## config.mk

```make
export PLATFORM = sky130hd
export DESIGN_NAME = execute_stage
export DESIGN_NICKNAME = d
export VERILOG_FILES = /design/src/rtl/execute_stage_pkg.sv /design/src/rtl/execute_stage_alu.sv /design/src/rtl/execute_stage.sv
export SDC_FILE = /design/constraint.sdc
export NUM_CORES = 1
export LEC_CHECK = 0
export CAP_MARGIN = 20
export CORE_UTILIZATION = 51
export CTS_CLUSTER_DIAMETER = 200
export DETAILED_ROUTE_END_ITERATION = 8
export DONT_BUFFER_PORTS = 1
export HOLD_SLACK_MARGIN = 0.05
export PLACE_DENSITY = 0.67
export SYNTH_ARGS = -nofsm -noshare
export SYNTH_HDL_FRONTEND = slang
export SYNTH_SLANG_ARGS = --single-unit
export TNS_END_PERCENT = 20
```

## constraint.sdc

```tcl
create_clock -name clk -period 7 [get_ports clk]
set_input_delay 1.05 -clock clk [delete_from_list [all_inputs] [get_ports clk]]
set_output_delay 1.05 -clock clk [all_outputs]
set_load 0.02 [all_outputs]
```

## src/rtl/execute_stage_pkg.sv

```systemverilog
// +------------------------------------------------------------------+
// | execute_stage_pkg : shared codes and EX/MEM layout for execute    |
// | Revision: 1.0                                                     |
// +------------------------------------------------------------------+
`default_nettype none

package execute_stage_pkg;

  typedef enum logic [2:0] {
    c_op_add  = 3'd0,
    c_op_sub  = 3'd1,
    c_op_and  = 3'd2,
    c_op_or   = 3'd3,
    c_op_shl  = 3'd4,
    c_op_shr  = 3'd5,
    c_op_pass = 3'd6,
    c_op_not  = 3'd7
  } alu_op_t;

  typedef enum logic [1:0] {
    c_fd_clrc   = 2'b00,
    c_fd_setc   = 2'b01,
    c_fd_hold   = 2'b10,
    c_fd_update = 2'b11
  } fd_t;

  typedef enum logic [1:0] {
    c_fgs_zf     = 2'b00,
    c_fgs_nf     = 2'b01,
    c_fgs_cf     = 2'b10,
    c_fgs_always = 2'b11
  } fgs_t;

  localparam int c_exmem_width     = 76;
  localparam int c_data_lsb        = 0;
  localparam int c_wb_addr_lsb     = 32;
  localparam int c_mr_bit          = 35;
  localparam int c_mw_bit          = 36;
  localparam int c_wb_bit          = 37;
  localparam int c_addr_lsb        = 38;
  localparam int c_jwsp_bit        = 70;
  localparam int c_stack_pc_bit    = 71;
  localparam int c_stack_flags_bit = 72;
  localparam int c_flags_lsb       = 73;

  localparam int c_flag_nf = 2;
  localparam int c_flag_cf = 1;
  localparam int c_flag_zf = 0;

endpackage

`default_nettype wire

```

## src/rtl/execute_stage_alu.sv

```systemverilog
// +------------------------------------------------------------------+
// | alu16 : 16-bit ALU with carry and carry-valid indication          |
// | Revision: 1.0                                                     |
// +------------------------------------------------------------------+
`default_nettype none

module alu16
  import execute_stage_pkg::*;
(
  input  logic [15:0] i_a,
  input  logic [15:0] i_b,
  input  logic [2:0]  i_alu_op,
  input  logic        i_ops,
  output logic [15:0] o_r,
  output logic        o_cf,
  output logic        o_cf_valid
);

  logic [15:0] w_operand;
  logic [16:0] w_sum;
  logic [16:0] w_diff;
  logic [16:0] w_shl;
  logic [16:0] w_shr;
  logic        w_shift_zero;
  logic        w_shift_big;

  assign w_operand    = i_ops ? 16'd1 : i_b;
  assign w_sum        = {1'b0, i_a} + {1'b0, w_operand};
  assign w_diff       = {1'b0, i_a} - {1'b0, w_operand};
  // One guard bit beside the operand catches the last bit shifted out.
  assign w_shl        = {1'b0, i_a} << i_b[4:0];
  assign w_shr        = {i_a, 1'b0} >> i_b[4:0];
  assign w_shift_zero = (i_b == 16'd0);
  assign w_shift_big  = (i_b > 16'd16);

  always_comb begin
    o_r        = i_a;
    o_cf       = 1'b0;
    o_cf_valid = 1'b0;
    case (i_alu_op)
      c_op_add: begin
        o_r        = w_sum[15:0];
        o_cf       = w_sum[16];
        o_cf_valid = 1'b1;
      end
      c_op_sub: begin
        o_r        = w_diff[15:0];
        o_cf       = w_diff[16];
        o_cf_valid = 1'b1;
      end
      c_op_and: o_r = i_a & i_b;
      c_op_or:  o_r = i_a | i_b;
      c_op_shl: begin
        if (w_shift_big) begin
          o_r        = 16'd0;
          o_cf_valid = 1'b1;
        end else if (!w_shift_zero) begin
          o_r        = w_shl[15:0];
          o_cf       = w_shl[16];
          o_cf_valid = 1'b1;
        end
      end
      c_op_shr: begin
        if (w_shift_big) begin
          o_r        = 16'd0;
          o_cf_valid = 1'b1;
        end else if (!w_shift_zero) begin
          o_r        = w_shr[16:1];
          o_cf       = w_shr[0];
          o_cf_valid = 1'b1;
        end
      end
      c_op_pass: o_r = i_a;
      c_op_not:  o_r = ~i_a;
      default:   o_r = i_a;
    endcase
  end

endmodule

`default_nettype wire

```

## src/rtl/execute_stage.sv

```systemverilog
// +------------------------------------------------------------------+
// | execute_stage : ALU/IO/stack/branch work and EX/MEM + flag regs   |
// | Revision: 1.0                                                     |
// +------------------------------------------------------------------+
`default_nettype none

module execute_stage
  import execute_stage_pkg::*;
(
  input  logic        clk,
  input  logic        reset,
  input  logic        IOR,
  input  logic        IOW,
  input  logic        OPS,
  input  logic        ALU,
  input  logic        MR,
  input  logic        MW,
  input  logic        WB,
  input  logic        JMP,
  input  logic        SP,
  input  logic        SPOP,
  input  logic        JWSP,
  input  logic        IMM,
  input  logic        Stack_PC,
  input  logic        Stack_Flags,
  input  logic [1:0]  FD,
  input  logic [1:0]  FGS,
  input  logic [2:0]  ALU_OP,
  input  logic [2:0]  WB_Address,
  input  logic [2:0]  SRC_Address,
  input  logic [15:0] Data1,
  input  logic [15:0] Data2,
  input  logic [15:0] Immediate_Value,
  input  logic [31:0] PC,
  input  logic [31:0] Stack_Pointer,
  input  logic [1:0]  Forwarding_Unit_Selectors,
  input  logic [15:0] Data_From_Forwarding_Unit1,
  input  logic [15:0] Data_From_Forwarding_Unit2,
  input  logic [2:0]  Flags_From_Memory,
  input  logic [15:0] INPUT_PORT,
  input  logic [15:0] OUTPUT_PORT_Input,
  output logic [15:0] OUTPUT_PORT,
  output logic [31:0] Stack_Pointer_Out,
  output logic        Taken_Jump,
  output logic        To_PC_Selector,
  output logic [2:0]  Flags,
  output logic [75:0] EXMEM
);

  logic [15:0] w_a;
  logic [15:0] w_b;
  logic [15:0] w_alu_r;
  logic        w_alu_cf;
  logic        w_alu_cf_valid;
  logic [15:0] w_result;
  logic        w_carry_live;
  logic [31:0] w_step;
  logic [31:0] w_address;
  logic [31:0] w_data;
  logic [2:0]  w_final_flags;
  logic        w_condition;
  logic [c_exmem_width-1:0] w_exmem_next;
  logic        w_unused_src;

  logic [c_exmem_width-1:0] r_exmem;
  logic [2:0]               r_flags;

  // Source register address is consumed by forwarding/hazard logic upstream.
  assign w_unused_src = ^SRC_Address;

  assign w_a = Forwarding_Unit_Selectors[0] ? Data_From_Forwarding_Unit1 : Data1;
  assign w_b = IMM ? Immediate_Value
                   : (Forwarding_Unit_Selectors[1] ? Data_From_Forwarding_Unit2 : Data2);

  alu16 u_alu (
    .i_a        (w_a),
    .i_b        (w_b),
    .i_alu_op   (ALU_OP),
    .i_ops      (OPS),
    .o_r        (w_alu_r),
    .o_cf       (w_alu_cf),
    .o_cf_valid (w_alu_cf_valid)
  );

  assign w_result     = ALU ? w_alu_r : (IOR ? INPUT_PORT : w_b);
  assign w_carry_live = ALU & w_alu_cf_valid;
  assign OUTPUT_PORT  = IOW ? w_a : OUTPUT_PORT_Input;

  assign w_step = Stack_PC ? 32'd2 : 32'd1;

  always_comb begin
    Stack_Pointer_Out = Stack_Pointer;
    w_address         = {16'b0, w_b};
    if (SP) begin
      if (SPOP) begin
        Stack_Pointer_Out = Stack_Pointer + w_step;
        w_address         = Stack_Pointer + w_step;
      end else begin
        Stack_Pointer_Out = Stack_Pointer - w_step;
        w_address         = Stack_Pointer;
      end
    end
  end

  assign w_data = (Stack_PC && !SPOP) ? PC : {16'b0, w_result};

  // A flag pop restores saved flags and takes precedence over any FD mode.
  always_comb begin
    w_final_flags = r_flags;
    if (Stack_Flags && SPOP) begin
      w_final_flags = Flags_From_Memory;
    end else begin
      case (FD)
        c_fd_clrc: w_final_flags[c_flag_cf] = 1'b0;
        c_fd_setc: w_final_flags[c_flag_cf] = 1'b1;
        c_fd_hold: w_final_flags = r_flags;
        c_fd_update: begin
          w_final_flags[c_flag_nf] = w_result[15];
          w_final_flags[c_flag_zf] = (w_result == 16'd0);
          if (w_carry_live) begin
            w_final_flags[c_flag_cf] = w_alu_cf;
          end
        end
        default: w_final_flags = r_flags;
      endcase
    end
  end

  always_comb begin
    w_exmem_next                          = '0;
    w_exmem_next[c_data_lsb +: 32]        = w_data;
    w_exmem_next[c_wb_addr_lsb +: 3]      = WB_Address;
    w_exmem_next[c_mr_bit]                = MR;
    w_exmem_next[c_mw_bit]                = MW;
    w_exmem_next[c_wb_bit]                = WB;
    w_exmem_next[c_addr_lsb +: 32]        = w_address;
    w_exmem_next[c_jwsp_bit]              = JWSP;
    w_exmem_next[c_stack_pc_bit]          = Stack_PC;
    w_exmem_next[c_stack_flags_bit]       = Stack_Flags;
    w_exmem_next[c_flags_lsb +: 3]        = w_final_flags;
  end

  always_ff @(posedge clk or posedge reset) begin
    if (reset) begin
      r_exmem <= '0;
      r_flags <= 3'b000;
    end else begin
      r_exmem <= w_exmem_next;
      r_flags <= w_final_flags;
    end
  end

  // Branch condition looks at the architectural flags, not this op's result.
  always_comb begin
    case (FGS)
      c_fgs_zf:     w_condition = r_flags[c_flag_zf];
      c_fgs_nf:     w_condition = r_flags[c_flag_nf];
      c_fgs_cf:     w_condition = r_flags[c_flag_cf];
      c_fgs_always: w_condition = 1'b1;
      default:      w_condition = 1'b1;
    endcase
  end

  assign Taken_Jump     = JMP & w_condition;
  assign To_PC_Selector = Taken_Jump | (JWSP & SPOP);

  assign Flags = r_flags;
  assign EXMEM = r_exmem;

endmodule

`default_nettype wire

```

After elaboration in Yosys (flattened, before gate mapping)
Index checks and enable logic that the tools add are counted.

Add/sub/neg operators: 4. $lt $le $gt $ge: 1. Equal/unequal tests: 13. Shift operators: 2. Mux-type cells: 32. Bitwise gates (word level): 7. Reductions and logical operators: 10.

Operators with widths (number): $mux 16 (11); $mux 32 (5); $pmux 16 s8 (1); $add 32x2->32 (1); $logic_not 16->1 (2); $sub 32x2->32 (1); $add 16x16->17 (1); $shl 16x5->17 (1); $shr 17x5->17 (1); $sub 16x16->17 (1); $and 16x16->16 (1); $gt 16x5->1 const B (1); $not 16->16 (1); $or 16x16->16 (1); $eq 3x3->1 const B (4); $pmux 1 s4 (3); $mux 1 (9); $eq 2x2->1 const B (4); $eq 3x2->1 const B (2); $eq 2x1->1 const B (2); $logic_not 2->1 (2); $reduce_or 2->1 (2); $and 1x1->1 (3); $eq 3x1->1 const B (1); other kinds (7) (8).

Flip-flop bits (word level): 79. Input bits: 210. Output and inout bits: 129. Logic and storage cells: 71.

Logic depth before layout (Yosys ltp)
Word-level depth: 10. Gate-level depth with buffers: 22. Mapped depth without buffers: 17.

Cells and area by module
A second synthesis with hierarchy kept.

Cell total of the unflattened synthesis: 1201. Area, all modules: 9603.0 um^2.

Modules (own cells, without submodules): execute_stage (instances 1, cells each 609, area each 5390.2 um^2, seq. area each 1901.8 um^2); alu16 (instances 1, cells each 592, area each 4212.8 um^2, seq. area each 0.0 um^2).

Worst setup path after synthesis
No wires, ideal clock.

Path kind: input to register. Start point: input port Forwarding_Unit_Selectors[1]. End point: register r_flags[0] (netlist: Flags[0]). Setup time: 0.080 ns. Arrival time: 4.762 ns. Data required time: 6.920 ns. Slack: 2.157 ns. Cell stages on the path: 22. Path buffers: 5. Cell sequence: buf_6 -> buf_8 -> mux2i_1 -> o21a_1 -> buf_4 -> buf_4 -> buf_2 -> nand2b_1 -> ha_1 -> inv_1 -> fa_1 -> o21bai_1 -> a2111oi_2 -> nor4_1 -> or4_1 -> o311ai_1 -> xnor2_1 -> o22ai_1 -> a31oi_1 -> nor4b_1 -> nand4_1 -> o211ai_2.

Word-level cells in the longest chain between the ends: 10. Elaborated cells between the ends (all ways): 21. Those cells by class: 2 x add/sub; 1 x order compare; 2 x shift; 12 x mux; 2 x bitwise; 2 x reduce/logical.

RTL lines: from (decl) (RTL line execute_stage.sv:36) `input logic [1:0] Forwarding_Unit_Selectors,`; $mux 16 * (RTL line execute_stage.sv:73) `: (Forwarding_Unit_Selectors[1] ? Data_From_Forwarding_Unit2 : Data2);`; $mux 16 * (RTL line execute_stage.sv:72) `assign w_b = IMM ? Immediate_Value`; parallel branches: the longest is 4 deep, another holds $sub 16x16->17; $mux 16 * (RTL line execute_stage.sv:85) `assign w_result = ALU ? w_alu_r : (IOR ? INPUT_PORT : w_b);`; $logic_not 16->1 * (RTL line execute_stage.sv:119) `w_final_flags[c_flag_zf] = (w_result == 16'd0);`; $mux 1 * (RTL line execute_stage.sv:113) `case (FD)`; $mux 3 * (RTL line execute_stage.sv:110) `if (Stack_Flags && SPOP) begin`; to (signal assigned) (RTL line execute_stage.sv:149) `r_flags <= w_final_flags;`; to (decl) (RTL line execute_stage.sv:66) `logic [2:0] r_flags;`.

Mark *: on every way between the ends.

Worst setup path in the final report
Start point: input port Stack_Pointer[5]. End point: output port Stack_Pointer_Out[31].

Word-level cells in the longest chain between the ends: 3. Elaborated cells between the ends (all ways): 4. Those cells by class: 2 x add/sub; 2 x mux.

RTL lines: from (decl) (RTL line execute_stage.sv:35) `input logic [31:0] Stack_Pointer,`; $sub 32x2->32 / $add 32x2->32 (equally long branches) (RTL line execute_stage.sv:99, execute_stage.sv:96); $mux 32 * (RTL line execute_stage.sv:95) `if (SPOP) begin`; $mux 32 * (RTL line execute_stage.sv:94) `if (SP) begin`; to (decl) (RTL line execute_stage.sv:43) `output logic [31:0] Stack_Pointer_Out,`.

Mark *: on every way between the ends. The rest lies on a longest branch, timed or not.

==> flow_summary.ini <==
[setup_path]
cp_top_family = simple AND/OR/NAND/NOR gates
cpPeakStageDelay_ns = 0.63
slowest_stage = xnor2_1
crit_start = Stack_Pointer[5]
reg2reg_from = Flags[1]$_DFF_PP0_
end_kind = primary output
crit_chain = and3_1, and4_1, and4_1, nand2_1, nor4_1, and3_1, and3_1, nand2_1, nor2_1, o21ai_0, xnor2_1
critPathKind = primary input to primary output
timing.reg2reg.setup_slack_ns = 5.54
critPathArrivalTime_ns = 4.07
crit_buf_inv = 0
worstPathMaxFanout = 5
r2r_end = Flags[1]$_DFF_PP0_
reg2reg_depth = 4
crit_top_cell = and3_1
worst-path-stages = 11
cp.required_ns = 5.95
crit_path_start_kind = primary input
crit_end = Stack_Pointer_Out[31]

[cts]
cts_tree = yes
ctsHoldBuffers = 0
cts_sinks = 76
cts_made_buffers = 9
clk_pin_slew_ns = 0.07
insertion_delay_ns = 0.35
cts_setup_buffers = 0
cts_resized = 0
clockBufferDepth = 2
h-tree-depth = 3
cts-root-buf = clkbuf_16

[routing]
drt_iter0_drc = 1047
post_drt_wl_per_cell_um = 24.19
wirelength_um = 33670
avgViaCountPerCell = 6.726
drc = 0
dr_total_vias = 9362
dr.pass1.iters = 6
antenna_left = 0

[synth]
synth-seq-area-share_pct = 20.42
yosys_register_bits = 76
ys_warn_count = 0
yosysUniqueCellTypes = 90
synthFlopType = dfrtp_1
syn_area_um2 = 9311
synthTopCellsByArea = dfrtp_1 (20%), xnor2_1 (5.6%), mux2i_1 (5.6%)
netlist_instances = 1231
synth_area_per_cell_um2 = 7.564
synth_top_area_cell = dfrtp_1
yosys.area.top_type_share_pct = 20.42
synth_fp_nets = 1482
synth-edff-count = 0
async_reset_ff_share_pct = 100.0

[layout]
nFillCells = 1784
seq_area_um2 = 1902
area_growth_pct = 2.446
nets = 1408
drive_above_1_share_pct = 7.659
multi_input_area_um2 = 6775

[timing]
drv_slew = 0
setup_slack_ns = 1.875
max_freq_mhz = 195.1
fin_crit_ns = 5.125
slew_headroom_pct = 31.01
hold_viol = 0
finalSetupViolations = 0
rsz0062_at_grt = false
period_share_pct = 73.21
fin_tns_setup_ns = 0
finClkSkew_ns = 0
max_slew.worst_pin.slew_ns = 1.025

[die]
rows = 49
start_util_pct = 52.01
core_um2 = 17900
die_w_um = 137.1
die_h_um = 137.1
die-area_um2 = 18800
pin_count = 339

[global_route]
grt_max_degree = 81
grt-busiest-layer = met2
grt_pass1_wl_um = 49740
gr-usage-met2_pct = 57.35
use_met1_pct = 41.63
overflow = 0
grt_pass1_vias = 8575
grtUsageTotal_pct = 34.97
met3_usage_pct = 8.037
antenna_found_initial = 1

[place]
gp_congestion = 1.018
place_hpwl_um = 25990
io_buffers = 0
preCtsSetupSlack_ns = 1.820

[pwr]
p_per_area_nw_per_um2 = 170.9
p_leak_nw = 3.944
worst_ir_drop_vdd_mv = 0.2017
totalPowerFinal_mw = 1.630

[hold_path]
min_path_type = primary input to asynchronous set/reset pin

[status]
outcome = completed

[run]
drv_cap = 0
[metal layers]
metal,up-vias,share of wire [%]
li1,4280,-
met1,4438,37
met2,530,48
met3,114,9.5
met4,0,5.7
met5,-,0
[logic make-up (layout without fill, tap and decap cells)]
group                    after synthesis  in the layout  synth area share (%)
flip-flops                            76             76                 20.42
adder cells (fa/ha/maj)               41             41                 5.832
XOR/XNOR                              82             82                 7.713
AND/OR/NAND/NOR                      439            439                 23.10
AO/OA/AOI/OAI                        365            365                 26.03
multiplexers                          83             83                 9.984
other                                  0              1                     0
buffers and inverters                145             76                 6.920
[cell type report]
cell class	instances	area share, %
clock inverter	7	0.8001
timing repair buffer	12	0.9444
inverter	48	1.902
clock buffer	9	2.361
multi-input combinational	1010	71.03
tap	229	3.004
sequential	76	19.94
antenna	1	0.02623
[per-stage QoR]
step                hold slack [ns]  cell area (um^2)  utilization, %  std cells
global placement             0.8443              9235           51.59       1375
finish                       0.6055              9539           53.28       1392
detailed placement           0.8499              9235           51.59       1375
global route                 0.6427              9539           53.28       1392
CTS                          0.6280              9537           53.27       1391
floorplan                    0.6679              9311               -       1231
[power by group]
part,total [mW],internal [mW],switching (mW)
clock network,0.467,0.254,0.213
logic,0.618,0.229,0.389
registers,0.545,0.473,0.0721
[how the worst min path moves through the flow]
stage | startpoint | endpoint | slack, ns | cells past startpoint
2_1_floorplan | Flags[0]$_DFFE_PP0P_ | Flags[0]$_DFFE_PP0P_ | 0.67 | 2
3_3_place_gp | Flags[0]$_DFFE_PP0P_ | Flags[0]$_DFFE_PP0P_ | 0.84 | 2
3_5_place_dp | Flags[0]$_DFFE_PP0P_ | Flags[0]$_DFFE_PP0P_ | 0.85 | 2
4_1_cts | reset | EXMEM[27]$_DFF_PP0_ | 0.63 | 1
5_1_grt | reset | EXMEM[27]$_DFF_PP0_ | 0.64 | 1
6_report | reset | EXMEM[27]$_DFF_PP0_ | 0.61 | 1
[placed cells by master (no fill, tap or decap), types with 6 or more instances in the layout]
cell type | synthesis | layout
o21ai_1 | 6 | 6
or2_2 | 17 | 17
inv_1 | 44 | 43
nor4_1 | 11 | 11
buf_4 | 7 | 12
o21a_1 | 11 | 11
a211oi_1 | 14 | 14
mux2i_1 | 52 | 52
dfrtp_1 | 76 | 76
a221oi_1 | 13 | 13
nor2b_1 | 13 | 13
mux2_1 | 8 | 8
nand3b_1 | 6 | 6
clkbuf_16 | 0 | 9
o21ai_0 | 101 | 99
o21bai_1 | 7 | 7
xnor2_1 | 60 | 60
and2_1 | 38 | 38
o22ai_1 | 19 | 19
xor2_1 | 22 | 22
nand2_1 | 138 | 138
or3_1 | 7 | 7
a21oi_1 | 66 | 66
ha_1 | 37 | 37
nand4_1 | 8 | 8
nor3_1 | 21 | 21
a31oi_1 | 9 | 9
and3_1 | 14 | 14
o31ai_1 | 9 | 9
nand2b_1 | 19 | 19
nand3_1 | 26 | 26
mux2_2 | 12 | 12
nor2_1 | 101 | 100
o211ai_1 | 29 | 29
[sequential cells by signal, indices dropped and copies added (netlist names)]
register  flops
Flags         2
EXMEM        74
[cells in the mapped netlist (all sizes together) (4+ instances only)]
cell type and instances:
o22ai 19, inv 46, a31o 4, or2 18, nand3 26, nand4 9
o21bai 7, nand2b 19, a31oi 9, o31ai 9, a21o 4, dfrtp 76
nor2 101, o311ai 5, a2111oi 6, or3 7, a211oi 15, fa 4
a21oi 66, a311oi 5, ha 37, and2 38, o211ai 30, o2bb2ai 5
nand2 139, xor2 22, a211o 4, mux2 25, and4 5, o221ai 4
a22oi 5, buf 41, a221oi 13, a221o 4, or4 5, nor3 21
and3 14, clkbuf 56, nor4 12, mux2i 56, o21a 12, nand3b 6
nor2b 13, o21ai 110, xnor2 60
Power figures use the tool's default switching activity.
